**config.mk**
```make
export PLATFORM = sky130hd
export DESIGN_NAME = multicycle_ctrl
export DESIGN_NICKNAME = d
export VERILOG_FILES = /design/src/rtl/mc_pkg.sv /design/src/rtl/alu_decoder.sv /design/src/rtl/multicycle_ctrl.sv
export SDC_FILE = /design/constraint.sdc
export NUM_CORES = 1
export LEC_CHECK = 0
export ABC_CLOCK_PERIOD_IN_PS = 8200
export BUFFER_PORTS_ARGS = -buffer_cell sky130_fd_sc_hd__buf_2
export CAP_MARGIN = 20
export CORE_ASPECT_RATIO = 1.75
export CORE_MARGIN = 1
export CORE_UTILIZATION = 38
export DETAILED_ROUTE_END_ITERATION = 10
export RECOVER_POWER = 50
export SLEW_MARGIN = 20
export SYNTH_ARGS = -nofsm -noshare
export SYNTH_HDL_FRONTEND = slang
export SYNTH_HIERARCHICAL = 1
export SYNTH_SLANG_ARGS = --single-unit
```
**constraint.sdc**
```tcl
create_clock -name clk -period 8.2 [get_ports clk]
set_clock_uncertainty 0.1 [all_clocks]
set_input_delay 1.64 -clock clk [delete_from_list [all_inputs] [get_ports clk]]
set_output_delay 1.64 -clock clk [all_outputs]
set_load 0.02 [all_outputs]
```
**src/rtl/mc_pkg.sv**
```systemverilog
// Shared types and encodings for the multi-cycle RV32I control unit.
package mc_pkg;

   // Controller states, one per datapath step.
   typedef enum logic [3:0] {
      S_FETCH,
      S_DECODE,
      S_MEMADR,
      S_MEMRD,
      S_MEMWB,
      S_MEMWR,
      S_EXECR,
      S_EXECI,
      S_ALUWB,
      S_BRANCH,
      S_JAL,
      S_LUI,
      S_HALT
   } state_t;

   // ALU operation codes driven onto alu_ctrl.
   typedef enum logic [2:0] {
      ALU_ADD = 3'b000,
      ALU_SUB = 3'b001,
      ALU_AND = 3'b010,
      ALU_OR  = 3'b011,
      ALU_SLT = 3'b101
   } alu_ctrl_t;

   // Immediate formats for the sign extender.
   typedef enum logic [2:0] {
      IMM_I = 3'b000,
      IMM_S = 3'b001,
      IMM_B = 3'b010,
      IMM_J = 3'b011,
      IMM_U = 3'b100
   } imm_src_t;

   // Register-file write-back source.
   typedef enum logic [1:0] {
      RES_ALUOUT = 2'b00,
      RES_MEM    = 2'b01,
      RES_ALU    = 2'b10,
      RES_IMM    = 2'b11
   } result_src_t;

   // How the ALU decoder should interpret funct3/funct7b5 in the current state.
   typedef enum logic [1:0] {
      CLS_ADD,
      CLS_BRANCH,
      CLS_REG,
      CLS_IMM
   } alu_class_t;

   // ALU operand selects.
   localparam logic [1:0] SRCA_PC    = 2'b00;
   localparam logic [1:0] SRCA_OLDPC = 2'b01;
   localparam logic [1:0] SRCA_RS1   = 2'b10;
   localparam logic [1:0] SRCB_RS2   = 2'b00;
   localparam logic [1:0] SRCB_IMM   = 2'b01;
   localparam logic [1:0] SRCB_FOUR  = 2'b10;

   // Supported major opcodes.
   localparam logic [6:0] OP_LW  = 7'b0000011;
   localparam logic [6:0] OP_SW  = 7'b0100011;
   localparam logic [6:0] OP_R   = 7'b0110011;
   localparam logic [6:0] OP_I   = 7'b0010011;
   localparam logic [6:0] OP_B   = 7'b1100011;
   localparam logic [6:0] OP_JAL = 7'b1101111;
   localparam logic [6:0] OP_LUI = 7'b0110111;

   // funct3 values the controller understands.
   localparam logic [2:0] F3_ADD = 3'b000;
   localparam logic [2:0] F3_SLT = 3'b010;
   localparam logic [2:0] F3_OR  = 3'b110;
   localparam logic [2:0] F3_AND = 3'b111;
   localparam logic [2:0] F3_BEQ = 3'b000;
   localparam logic [2:0] F3_BNE = 3'b001;

endpackage

```
**src/rtl/alu_decoder.sv**
```systemverilog
// Maps the state class and instruction function bits to an ALU operation,
// flagging function codes the core does not implement.
module alu_decoder
   import mc_pkg::*;
(
   input  alu_class_t cls,
   input  logic [2:0] funct3,
   input  logic       funct7b5,
   output alu_ctrl_t  alu_ctrl,
   output logic       illegal
);

   // Pure lookup: add by default, sub for branches, funct3 table for ALU ops.
   // NOTE: every output gets a default before the case so no path leaves it unassigned (no latch).
   always_comb begin
      alu_ctrl = ALU_ADD;
      illegal  = 1'b0;
      unique case (cls)
         CLS_BRANCH: begin
            alu_ctrl = ALU_SUB;
            illegal  = !(funct3 == F3_BEQ || funct3 == F3_BNE);
         end
         CLS_REG, CLS_IMM: begin
            case (funct3)
               F3_ADD:  alu_ctrl = (cls == CLS_REG && funct7b5) ? ALU_SUB : ALU_ADD;
               F3_SLT:  alu_ctrl = ALU_SLT;
               F3_OR:   alu_ctrl = ALU_OR;
               F3_AND:  alu_ctrl = ALU_AND;
               default: illegal  = 1'b1;
            endcase
         end
         default: ;
      endcase
   end

endmodule

```
**src/rtl/multicycle_ctrl.sv**
```systemverilog
// Multi-cycle control FSM for an RV32I datapath sharing one memory port.
// Outputs are decoded from the state; only mem_ready, zero and the opcode
// fields feed same-cycle enables. Write enables are suppressed while rst is high.
module multicycle_ctrl
   import mc_pkg::*;
#(
   parameter int unsigned MEM_TIMEOUT = 255
) (
   input  logic       clk,
   input  logic       rst,
   input  logic [6:0] op,
   input  logic [2:0] funct3,
   input  logic       funct7b5,
   input  logic       zero,
   input  logic       mem_ready,
   output logic       mem_req,
   output logic       mem_write,
   output logic       adr_src,
   output logic       pc_write,
   output logic       ir_write,
   output logic       reg_write,
   output logic [1:0] alu_src_a,
   output logic [1:0] alu_src_b,
   output logic [2:0] alu_ctrl,
   output logic [1:0] result_src,
   output logic [2:0] imm_src,
   output logic       retire,
   output logic       halted
);

   state_t     state, state_next;
   logic [7:0] wait_cnt;
   logic       wait_expire;
   alu_class_t alu_cls;
   alu_ctrl_t  alu_dec;
   logic       alu_illegal;
   logic       mem_write_en, pc_en, ir_en, reg_en, retire_en;

   alu_decoder u_alu_decoder (
      .cls      (alu_cls),
      .funct3   (funct3),
      .funct7b5 (funct7b5),
      .alu_ctrl (alu_dec),
      .illegal  (alu_illegal)
   );

   // One more unanswered request cycle would reach the timeout limit.
   assign wait_expire = ({1'b0, wait_cnt} + 9'd1) >= 9'(MEM_TIMEOUT);

   // Select how the ALU decoder interprets funct3 for the current state.
   always_comb begin
      unique case (state)
         S_EXECR:  alu_cls = CLS_REG;
         S_EXECI:  alu_cls = CLS_IMM;
         S_BRANCH: alu_cls = CLS_BRANCH;
         default:  alu_cls = CLS_ADD;
      endcase
   end

   // State register with synchronous reset to FETCH.
   // NOTE: sequential state uses non-blocking assignments so every register samples pre-edge values.
   always_ff @(posedge clk) begin
      if (rst) state <= S_FETCH;
      else     state <= state_next;
   end

   // Memory wait counter: counts unanswered request cycles within one state.
   always_ff @(posedge clk) begin
      if (rst || mem_ready || !mem_req || state_next != state) wait_cnt <= '0;
      else                                                    wait_cnt <= wait_cnt + 8'd1;
   end

   // Next-state and per-state datapath control decode.
   always_comb begin
      state_next   = state;
      mem_req      = 1'b0;
      mem_write_en = 1'b0;
      adr_src      = 1'b0;
      pc_en        = 1'b0;
      ir_en        = 1'b0;
      reg_en       = 1'b0;
      retire_en    = 1'b0;
      halted       = 1'b0;
      alu_src_a    = SRCA_PC;
      alu_src_b    = SRCB_RS2;
      alu_ctrl     = alu_dec;
      result_src   = RES_ALUOUT;
      imm_src      = IMM_I;

      unique case (state)
         S_FETCH: begin
            mem_req   = 1'b1;
            alu_src_b = SRCB_FOUR;
            if (mem_ready) begin
               ir_en      = 1'b1;
               pc_en      = 1'b1;
               state_next = S_DECODE;
            end
         end
         S_DECODE: begin
            // Branch target is computed here and parked in ALUOut.
            alu_src_a = SRCA_OLDPC;
            alu_src_b = SRCB_IMM;
            imm_src   = IMM_B;
            case (op)
               OP_LW, OP_SW: state_next = S_MEMADR;
               OP_R:         state_next = S_EXECR;
               OP_I:         state_next = S_EXECI;
               OP_B:         state_next = S_BRANCH;
               OP_JAL:       state_next = S_JAL;
               OP_LUI:       state_next = S_LUI;
               default:      state_next = S_HALT;
            endcase
         end
         S_MEMADR: begin
            alu_src_a  = SRCA_RS1;
            alu_src_b  = SRCB_IMM;
            imm_src    = (op == OP_SW) ? IMM_S : IMM_I;
            state_next = (op == OP_SW) ? S_MEMWR : S_MEMRD;
         end
         S_MEMRD: begin
            mem_req = 1'b1;
            adr_src = 1'b1;
            if (mem_ready) state_next = S_MEMWB;
         end
         S_MEMWB: begin
            reg_en     = 1'b1;
            result_src = RES_MEM;
            retire_en  = 1'b1;
            state_next = S_FETCH;
         end
         S_MEMWR: begin
            mem_req      = 1'b1;
            mem_write_en = 1'b1;
            adr_src      = 1'b1;
            if (mem_ready) begin
               retire_en  = 1'b1;
               state_next = S_FETCH;
            end
         end
         S_EXECR: begin
            alu_src_a  = SRCA_RS1;
            alu_src_b  = SRCB_RS2;
            state_next = alu_illegal ? S_HALT : S_ALUWB;
         end
         S_EXECI: begin
            alu_src_a  = SRCA_RS1;
            alu_src_b  = SRCB_IMM;
            imm_src    = IMM_I;
            state_next = alu_illegal ? S_HALT : S_ALUWB;
         end
         S_ALUWB: begin
            reg_en     = 1'b1;
            result_src = RES_ALUOUT;
            retire_en  = 1'b1;
            state_next = S_FETCH;
         end
         S_BRANCH: begin
            alu_src_a  = SRCA_RS1;
            alu_src_b  = SRCB_RS2;
            imm_src    = IMM_B;
            result_src = RES_ALUOUT;
            if (alu_illegal) begin
               state_next = S_HALT;
            end else begin
               pc_en      = (funct3 == F3_BEQ) ? zero : !zero;
               retire_en  = 1'b1;
               state_next = S_FETCH;
            end
         end
         S_JAL: begin
            // Link value OldPC+4 goes to rd; the PC takes OldPC+J-imm from the target adder.
            alu_src_a  = SRCA_OLDPC;
            alu_src_b  = SRCB_FOUR;
            imm_src    = IMM_J;
            result_src = RES_ALU;
            reg_en     = 1'b1;
            pc_en      = 1'b1;
            retire_en  = 1'b1;
            state_next = S_FETCH;
         end
         S_LUI: begin
            imm_src    = IMM_U;
            result_src = RES_IMM;
            reg_en     = 1'b1;
            retire_en  = 1'b1;
            state_next = S_FETCH;
         end
         S_HALT: begin
            halted = 1'b1;
         end
         default: state_next = S_HALT;
      endcase

      // A memory that never answers traps the core instead of hanging it.
      if (mem_req && !mem_ready && wait_expire) state_next = S_HALT;
   end

   // Nothing is written or retired during a reset cycle.
   assign mem_write = mem_write_en & ~rst;
   assign pc_write  = pc_en        & ~rst;
   assign ir_write  = ir_en        & ~rst;
   assign reg_write = reg_en       & ~rst;
   assign retire    = retire_en    & ~rst;

endmodule
```
=== Yosys cells after proc, flatten, opt, wreduce, memory -nomap -nowiden ===
Cells that the tools add are included.

* Logic and storage cells: 95
* RAM bits: 0
* Memories kept: 0
* Bits of input ports: 15
* Flip-flop bits (word level): 12
* ROM bits: 0
* Latch bits: 0
* Output and inout bits: 20

* Add/sub/neg operators: 2
* $lt $le $gt $ge: 1
* Shift-type cells: 0
* Multipliers: 0
* Bitwise gates (word level): 6
* Divide/modulo/power cells: 0
* Mux-type cells: 32
* Reductions and logical operators: 25
* Equal/unequal tests: 27

{| class="wikitable"
|+ Operators with widths
! kind !! count
|-
| 4-bit case mux with 9 select lines || 1
|-
| 3-bit case mux with 4 select lines || 2
|-
| 4-bit case mux with 6 select lines || 1
|-
| 7-bit by 6-bit equality test with 1-bit output (second input constant) || 3
|-
| 4-bit equality test (second input constant) || 5
|-
| 4-bit 2-to-1 mux || 5
|-
| 4-bit by 3-bit equality test with 1-bit output (second input constant) || 4
|-
| 7-bit equality test (second input constant) || 2
|-
| 2-bit OR reduction || 7
|-
| 1-bit 2-to-1 mux || 13
|-
| 2-bit case mux with 3 select lines || 2
|-
| 4-bit OR reduction || 3
|-
| 8-bit by 1-bit adder with 9-bit output (second input constant) || 1
|-
| 9-bit by 8-bit greater-or-equal comparator with 1-bit output (second input constant) || 1
|-
| 8-bit by 1-bit adder with 8-bit output (second input constant) || 1
|-
| 4-bit by 2-bit equality test with 1-bit output (second input constant) || 2
|-
| 2-bit case mux with 2 select lines || 2
|-
| 7-bit by 2-bit equality test with 1-bit output (second input constant) || 1
|-
| 7-bit by 5-bit equality test with 1-bit output (second input constant) || 1
|-
| 3-bit equality test (second input constant) || 2
|-
| 3-bit 2-to-1 mux || 2
|-
| 1-bit case mux with 3 select lines || 2
|-
| 3-bit case mux with 2 select lines || 1
|-
| 3-bit OR reduction || 2
|-
| 14 further kinds || 27
|}

=== Longest topological paths before layout ===
Gate-level depths: netlist (run 1).

* Depth after elaboration: 10
* Depth in mapped cells: 13
* Depth with buffers taken out: 11

=== Modules after synthesis ===
The synthesis (run 1) kept the hierarchy.

{| class="wikitable"
|+ By module, submodules not included
! module !! area each (um^2) !! times used !! sequential area each (um^2) !! cells an instance
|-
| multicycle_ctrl || 1118.6 || 1 || 240.2 || 163
|-
| alu_decoder || 76.3 || 1 || 0.0 || 10
|}

=== Worst setup path after synthesis (run 1) ===
Ideal clock, no wire load.

* Kind: input port to output port
* From: input port mem_ready
* To: output port retire
* Data required time: 6.460 ns
* Path buffers: 1
* Stages on the path: 4
* Path slack: 3.695 ns
* Data arrival time: 2.765 ns
* Path through: clkbuf_1 > nor2b_1 > a21o_1 > a211oi_1

* Word-level cells in the longest chain between the ends: 3

{| class="wikitable"
|+ RTL lines
! item !! RTL line !! RTL
|-
| start: declaration || multicycle_ctrl.sv:15 || <nowiki>input logic mem_ready,</nowiki>
|-
| 1-bit 2-to-1 mux || multicycle_ctrl.sv:136 || <nowiki>if (mem_ready) begin</nowiki>
|-
| 1-bit case mux with 3 select lines || multicycle_ctrl.sv:90 || <nowiki>unique case (state)</nowiki>
|-
| 1-bit AND || multicycle_ctrl.sv:204 || <nowiki>assign retire = retire_en & ~rst;</nowiki>
|-
| end: declaration || multicycle_ctrl.sv:27 || <nowiki>output logic retire,</nowiki>
|}

No other way between the ends.

=== Final worst setup path (run 1) ===
* From: input port funct3[1]
* To: output port pc_write

* Word-level cells in the longest chain between the ends: 7
* Elaborated cells on any way between the ends: 14
* Those cells by class: 4 x eq/ne; 5 x mux; 1 x bitwise; 4 x reduce/logical

{| class="wikitable"
|+ RTL lines
! item !! RTL line !! RTL
|-
| start: declaration || multicycle_ctrl.sv:12 || <nowiki>input logic [2:0] funct3,</nowiki>
|-
| 3-bit by 2-bit equality test with 1-bit output (tied with other cells) || alu_decoder.sv:24 || <nowiki>case (funct3)</nowiki>
|-
| 4-bit OR reduction (no line) or 1-bit logical OR (tied branches) || - ||
|-
| 1-bit 2-to-1 mux or 1-bit zero test (tied branches) || alu_decoder.sv:24, alu_decoder.sv:21 ||
|-
| 1-bit case mux with 2 select lines * || alu_decoder.sv:18 || <nowiki>unique case (cls)</nowiki>
|-
| named net alu_illegal || multicycle_ctrl.sv:36 || <nowiki>logic alu_illegal;</nowiki>
|-
| 1-bit 2-to-1 mux * || multicycle_ctrl.sv:163 || <nowiki>if (alu_illegal) begin</nowiki>
|-
| 1-bit case mux with 3 select lines * || multicycle_ctrl.sv:90 ||
|-
| 1-bit AND * || multicycle_ctrl.sv:201 || <nowiki>assign pc_write = pc_en & ~rst;</nowiki>
|-
| end: declaration || multicycle_ctrl.sv:19 || <nowiki>output logic pc_write,</nowiki>
|}

Mark *: on every way through the listed nets, which the timed path passes. The rest lies on a longest branch.

==> results of run 1 <==
-- stage by stage --
step | hold WS (ns) | total power, mW
finish | 0.446 | 0.175
global route | 0.488 | 0.184
CTS | 0.451 | 0.177
detailed placement | 0.444 | 0.111
global placement | 0.430 | 0.110
floorplan | 0.390 | 0.0968
-- sequential cells by signal (all words and copies together), names as in the netlist --
name and cells:
state 4, wait_cnt 8
-- final timing paths --
check	from	endpoint	slack, ns	cells past startpoint
worst max-delay path	funct3[1]	pc_write	3.67	7
worst min-delay path	wait_cnt[0]	wait_cnt[0]	0.45	1
worst max register to register	state[1]	wait_cnt[7]	5.08	10
worst min register to register	wait_cnt[0]	wait_cnt[0]	0.45	1
-- cells by family (layout without fill, tap and decap cells) --
logic type      count (synthesis)  count (layout)
mux                             1               1
flops                          12              12
fa+ha+maj                       2               2
xor+xnor                        7               7
compound gates                 37              37
simple gates                   94              94
buf+inv                        20              47
-- metal layers --
metal  vias up  track usage [%]  share of wire, %
met5         -                0                 0
met4         0             8.48               1.5
met3         6             1.66               2.0
met2        21             38.2                57
met1       622             19.8                39
li1        679                -                 -
-- power by group --
part	switching (mW)	internal, mW	leakage, nW
registers	0.00526	0.0600	0.0972
logic	0.0264	0.0175	0.447
clock network	0.0232	0.0425	0.0288
-- layout by cell type, fill, tap and decap left out, drive strengths merged, types with 5 or more instances in the layout --
cell type	instances
inv	9
dfxtp	12
a21oi	7
nor2	19
nand2b	8
o21ai	8
nand3	5
nand2	19
buf	28
clkbuf	10
nor3	13
-- cell type report --
class	instances	area share [%]
flip-flops and latches	12	17.1
repair buffers	34	11.6
multi-input cells	141	61.3
well taps	42	3.74
clock buffers	4	3.91
inverters	9	2.40
==> impl_metrics.py, run 1 <==
metrics = {
    "run_status": {
        "outcome": "complete, no violations",
    },
    "global_routing": {
        "grt_max_degree": 21,
        "grt_usage_pct": 19.8,
        "grt_pass1_vias": 1252,
        "grt_pass1_wl_um": 5280,
        "grt_overflow_total": 0,
        "antenna_found_initial": 0,
    },
    "synthesis": {
        "synth-main-ff-cell": "dfxtp_1",
        "synth-compound-area-share_pct": 20.4,
        "yosys.area.top_type_share_pct": 20.1,
        "yosys.area_share.simple_pct": 43.7,
        "synthDistinctLibCells": 45,
        "ys_warn_count": 6,
        "synth_area_leaders": "dfxtp_1, nand2_1, nor2_1",
        "synth_edf_count": 0,
        "synthArstFlopShare_pct": 0,
        "synthAdderAreaFrac_pct": 2.09,
        "synth_fp_nets": 190,
        "synth_xor_xnor_area_share_pct": 5.13,
        "ys_top_cells_by_count": "nand2_1, nor2_1, nor3_1",
        "syn_avg_cell_area_um2": 6.91,
        "synth_top_family_by_area": "simple AND/OR/NAND/NOR gates",
        "syn-instance-count": 173,
        "ys_seq_area_share_pct": 20.1,
        "synth.area.mux_share_pct": 0.838,
        "ys_ff_latch": 12,
        "synth_top_cell_by_area": "dfxtp_1",
        "syn_area_mm2": 0.00119,
    },
    "critical_path": {
        "crit_path_top_delay_cell": "o21ai_0",
        "crit_top_cell": "buf_2",
        "cp_cell_sequence": "buf_2 > and2_1 > o21ai_0 > nor4_1 > a21oi_1 > nor2_1 > buf_2",
        "path_max_fanout": 5,
        "start_kind": "input pin",
        "path_delay_family": "compound AO/OA/AOI/OAI gates",
        "cp.arrival_ns": 2.79,
        "required_ns": 6.46,
        "cpPeakStageDelay_ns": 0.42,
        "crit_type": "in -> out",
        "path_buf_inv": 2,
        "crit_path_end_kind": "output pin",
    },
    "clock_tree": {
        "cts_resized": 0,
        "h-tree-depth": 1,
        "post_cts_buffers": 0,
        "cts_tree": "yes",
        "clk_pin_slew_worst_paths_ns": 0.05,
        "cts_sinks": 12,
        "clockRootBuffer": "clkbuf_8",
        "cts.path.max_buffers": 2,
        "holdBufCountCts": 0,
        "cts_buffers": 3,
        "clk_latency_ns": 0.25,
    },
    "cells_and_area": {
        "fin_util_pct": 47.5,
        "fillers": 316,
        "multiInputGateArea_um2": 862,
        "areaGrowthSynthToFinish_pct": 17.7,
        "drive_above_1_share_pct": 18.5,
        "stdcell_count": 242,
        "n_antenna_cell": 0,
        "postLayoutCellArea_mm2": 0.00141,
        "nets": 218,
        "ff_latch_area_um2": 240,
    },
    "place": {
        "dp_slack_ns": 3.65,
        "detailed_place.area_mm2": 0.00136,
        "placed_cells": 238,
        "io_buffers": 34,
        "place_congestion": 0.895,
        "dpl.hpwl_um": 2380,
    },
    "routing": {
        "drtPass1Iterations": 4,
        "drt_iter0_drc": 36,
        "via_per_inst": 5.49,
        "via_count": 1328,
        "wl_um": 3060,
        "wire_per_inst_um": 12.7,
        "ant_nets": 0,
        "drc": 0,
    },
    "power": {
        "power_density_mw_per_mm2": 124,
        "leakage_nw": 0.573,
        "peakVddDrop_v": 0.000108,
    },
    "timing": {
        "slew_headroom_pct": 59.1,
        "rsz0062_at_grt": "no",
        "period_minus_slack_ns": 4.53,
        "drv_slew": 0,
        "setup_slack_ns": 3.67,
        "finalSetupViolations": 0,
        "tightestPinTransition_ns": 0.613,
        "finalCritPeriodShare_pct": 55.2,
        "fmax_mhz": 221,
        "setup_tns_ns": 0,
        "hold_viol": 0,
    },
    "die": {
        "die-area_mm2": 0.00338,
        "rows": 26,
        "die_w_um": 44.4,
        "io_pins": 35,
        "chipHeight_um": 76.2,
        "core-area_mm2": 0.00296,
        "start_util_pct": 40.4,
    },
    "min_path": {
        "hold_path.class": "reg -> reg",
    },
    "flow_run": {
        "drv_cap": 0,
    },
}
No activity file was read; power rests on OpenSTA's default activity.
==> run 2: changes to the inputs <==
ABC_CLOCK_PERIOD_IN_PS = 4200   (was 8200)
clock period = 4.2 ns   (was 8.2 ns; I/O delays follow)
==> impl_metrics.py, run 2 (synthesized netlist as in run 1, its figures left out) <==
metrics = {
    "clock_tree": {
        "cts.path.max_buffers": 2,
        "clk_pin_slew_worst_paths_ns": 0.05,
        "cts_sinks": 12,
        "clockRootBuffer": "clkbuf_8",
        "post_cts_buffers": 0,
        "cts_resized": 0,
        "h-tree-depth": 1,
        "clk_latency_ns": 0.24,
        "cts_tree": "yes",
        "cts_buffers": 3,
        "holdBufCountCts": 0,
    },
    "global_routing": {
        "grt_pass1_vias": 1286,
        "grt_pass1_wl_um": 5380,
        "antenna_found_initial": 0,
        "grt_max_degree": 21,
        "grt_usage_pct": 19.7,
        "grt_overflow_total": 0,
    },
    "place": {
        "dpl.hpwl_um": 2410,
        "place_congestion": 0.883,
        "io_buffers": 34,
        "detailed_place.area_mm2": 0.00137,
    },
    "min_path": {
        "hold_path.class": "reg -> reg",
    },
    "routing": {
        "drc": 0,
        "drtPass1Iterations": 4,
        "drt_iter0_drc": 54,
        "via_per_inst": 5.49,
        "ant_nets": 0,
        "wl_um": 3120,
        "wire_per_inst_um": 12.9,
        "via_count": 1328,
    },
    "cells_and_area": {
        "multiInputGateArea_um2": 861,
        "areaGrowthSynthToFinish_pct": 16.3,
        "final_common_cell": "buf_2",
        "postLayoutCellArea_mm2": 0.00139,
        "ff_latch_area_um2": 240,
        "n_antenna_cell": 0,
        "nets": 219,
        "drive_above_1_share_pct": 14.5,
        "largest_reg_flops": 8,
        "reg_top3": "wait_cnt: 8 flops, state: 4 flops",
        "final_cell_mix": "buf_2, nand2_1, nor2_1",
        "fillers": 340,
        "max_flop_register": "wait_cnt",
    },
    "critical_path": {
        "path_max_fanout": 19,
        "crit_path_end_kind": "output pin",
        "required_ns": 3.26,
        "crit_type": "reg -> out",
        "start_kind": "register",
        "cp.arrival_ns": 2.78,
    },
    "timing": {
        "fmax_mhz": 269,
        "hold_viol": 0,
        "tightestPinTransition_ns": 0.594,
        "finalCritPeriodShare_pct": 88.5,
        "rsz0062_at_grt": "no",
        "period_minus_slack_ns": 3.72,
        "slew_headroom_pct": 60.3,
        "finalSetupViolations": 0,
        "setup_tns_ns": 0,
        "hold-worst-slack_ns": 0.455,
        "drv_slew": 0,
    },
    "flow_run": {
        "drv_cap": 0,
    },
    "run_status": {
        "outcome": "complete, no violations",
    },
    "die": {
        "die_w_um": 44.4,
        "start_util_pct": 40.4,
        "die-area_mm2": 0.00338,
        "io_pins": 35,
        "core-area_mm2": 0.00296,
        "rows": 26,
        "chipHeight_um": 76.2,
    },
    "power": {
        "leakage_nw": 0.538,
        "peakVddDrop_v": 0.000152,
        "power_density_mw_per_mm2": 228,
    },
}
## run 2: cell types whose count changed in the layout (fill, tap and decap cells not counted)
cell	previous run	this run
buf_2	28	21
clkbuf_1	6	13
buf_4	0	1
clkbuf_8	4	3
o21a_1	1	2
o21a_2	1	0
## run 2: final cells by class
class	count	share of cell area [%]
clock buffers	3	2.97
inverters	9	2.43
multi-input cells	141	61.9
flip-flops and latches	12	17.3
well taps	42	3.78
repair buffers	35	11.6
## run 2: final timing paths
path | slack [ns] | cells past startpoint | endpoint | start
setup / recovery | 0.48 | 10 | pc_write | state[1]
hold reg to reg | 0.45 | 1 | wait_cnt[0] | wait_cnt[0]
hold / removal | 0.45 | 1 | wait_cnt[0] | wait_cnt[0]
setup reg to reg | 1.06 | 10 | wait_cnt[7] | state[1]
## run 2: where the power goes
part	internal, mW	switching, mW	leakage (nW)
registers	0.117	0.00763	0.0972
logic	0.0337	0.0550	0.419
clock network	0.0630	0.0400	0.0216
## run 2: worst max-delay path, cell delays in order, from the launching register on
cell and delay [ns]:
dfxtp_1 0.68, nand2b_1 0.17, nor2_1 0.39, a21oi_1 0.07, nor2_1 0.19, o22ai_1 0.11
o21ai_0 0.46, nor4_1 0.13, a21oi_1 0.14, nor2_1 0.05, buf_2 0.15
## run 2: layer usage
layer  global-route usage, %  share of wire [%]  wire length (um)  vias up
li1                        -                  -                 -      671
met1                    20.4                 39              1200      627
met2                    39.0                 58              1800       24
met3                   0.948                2.4                75        6
met4                    5.76                1.3                42        0
met5                       0                  0                 0        -
## run 2: through the flow
step	total power, mW	worst slack [ns]	cells	utilization, %
after floorplan	0.189	0.897	173	-
after global placement	0.216	0.890	239	46.2
after detailed placement	0.217	0.796	239	46.2
after CTS	0.319	0.510	242	47.5
after global routing	0.333	0.191	242	47.0
final	0.317	0.484	242	47.0
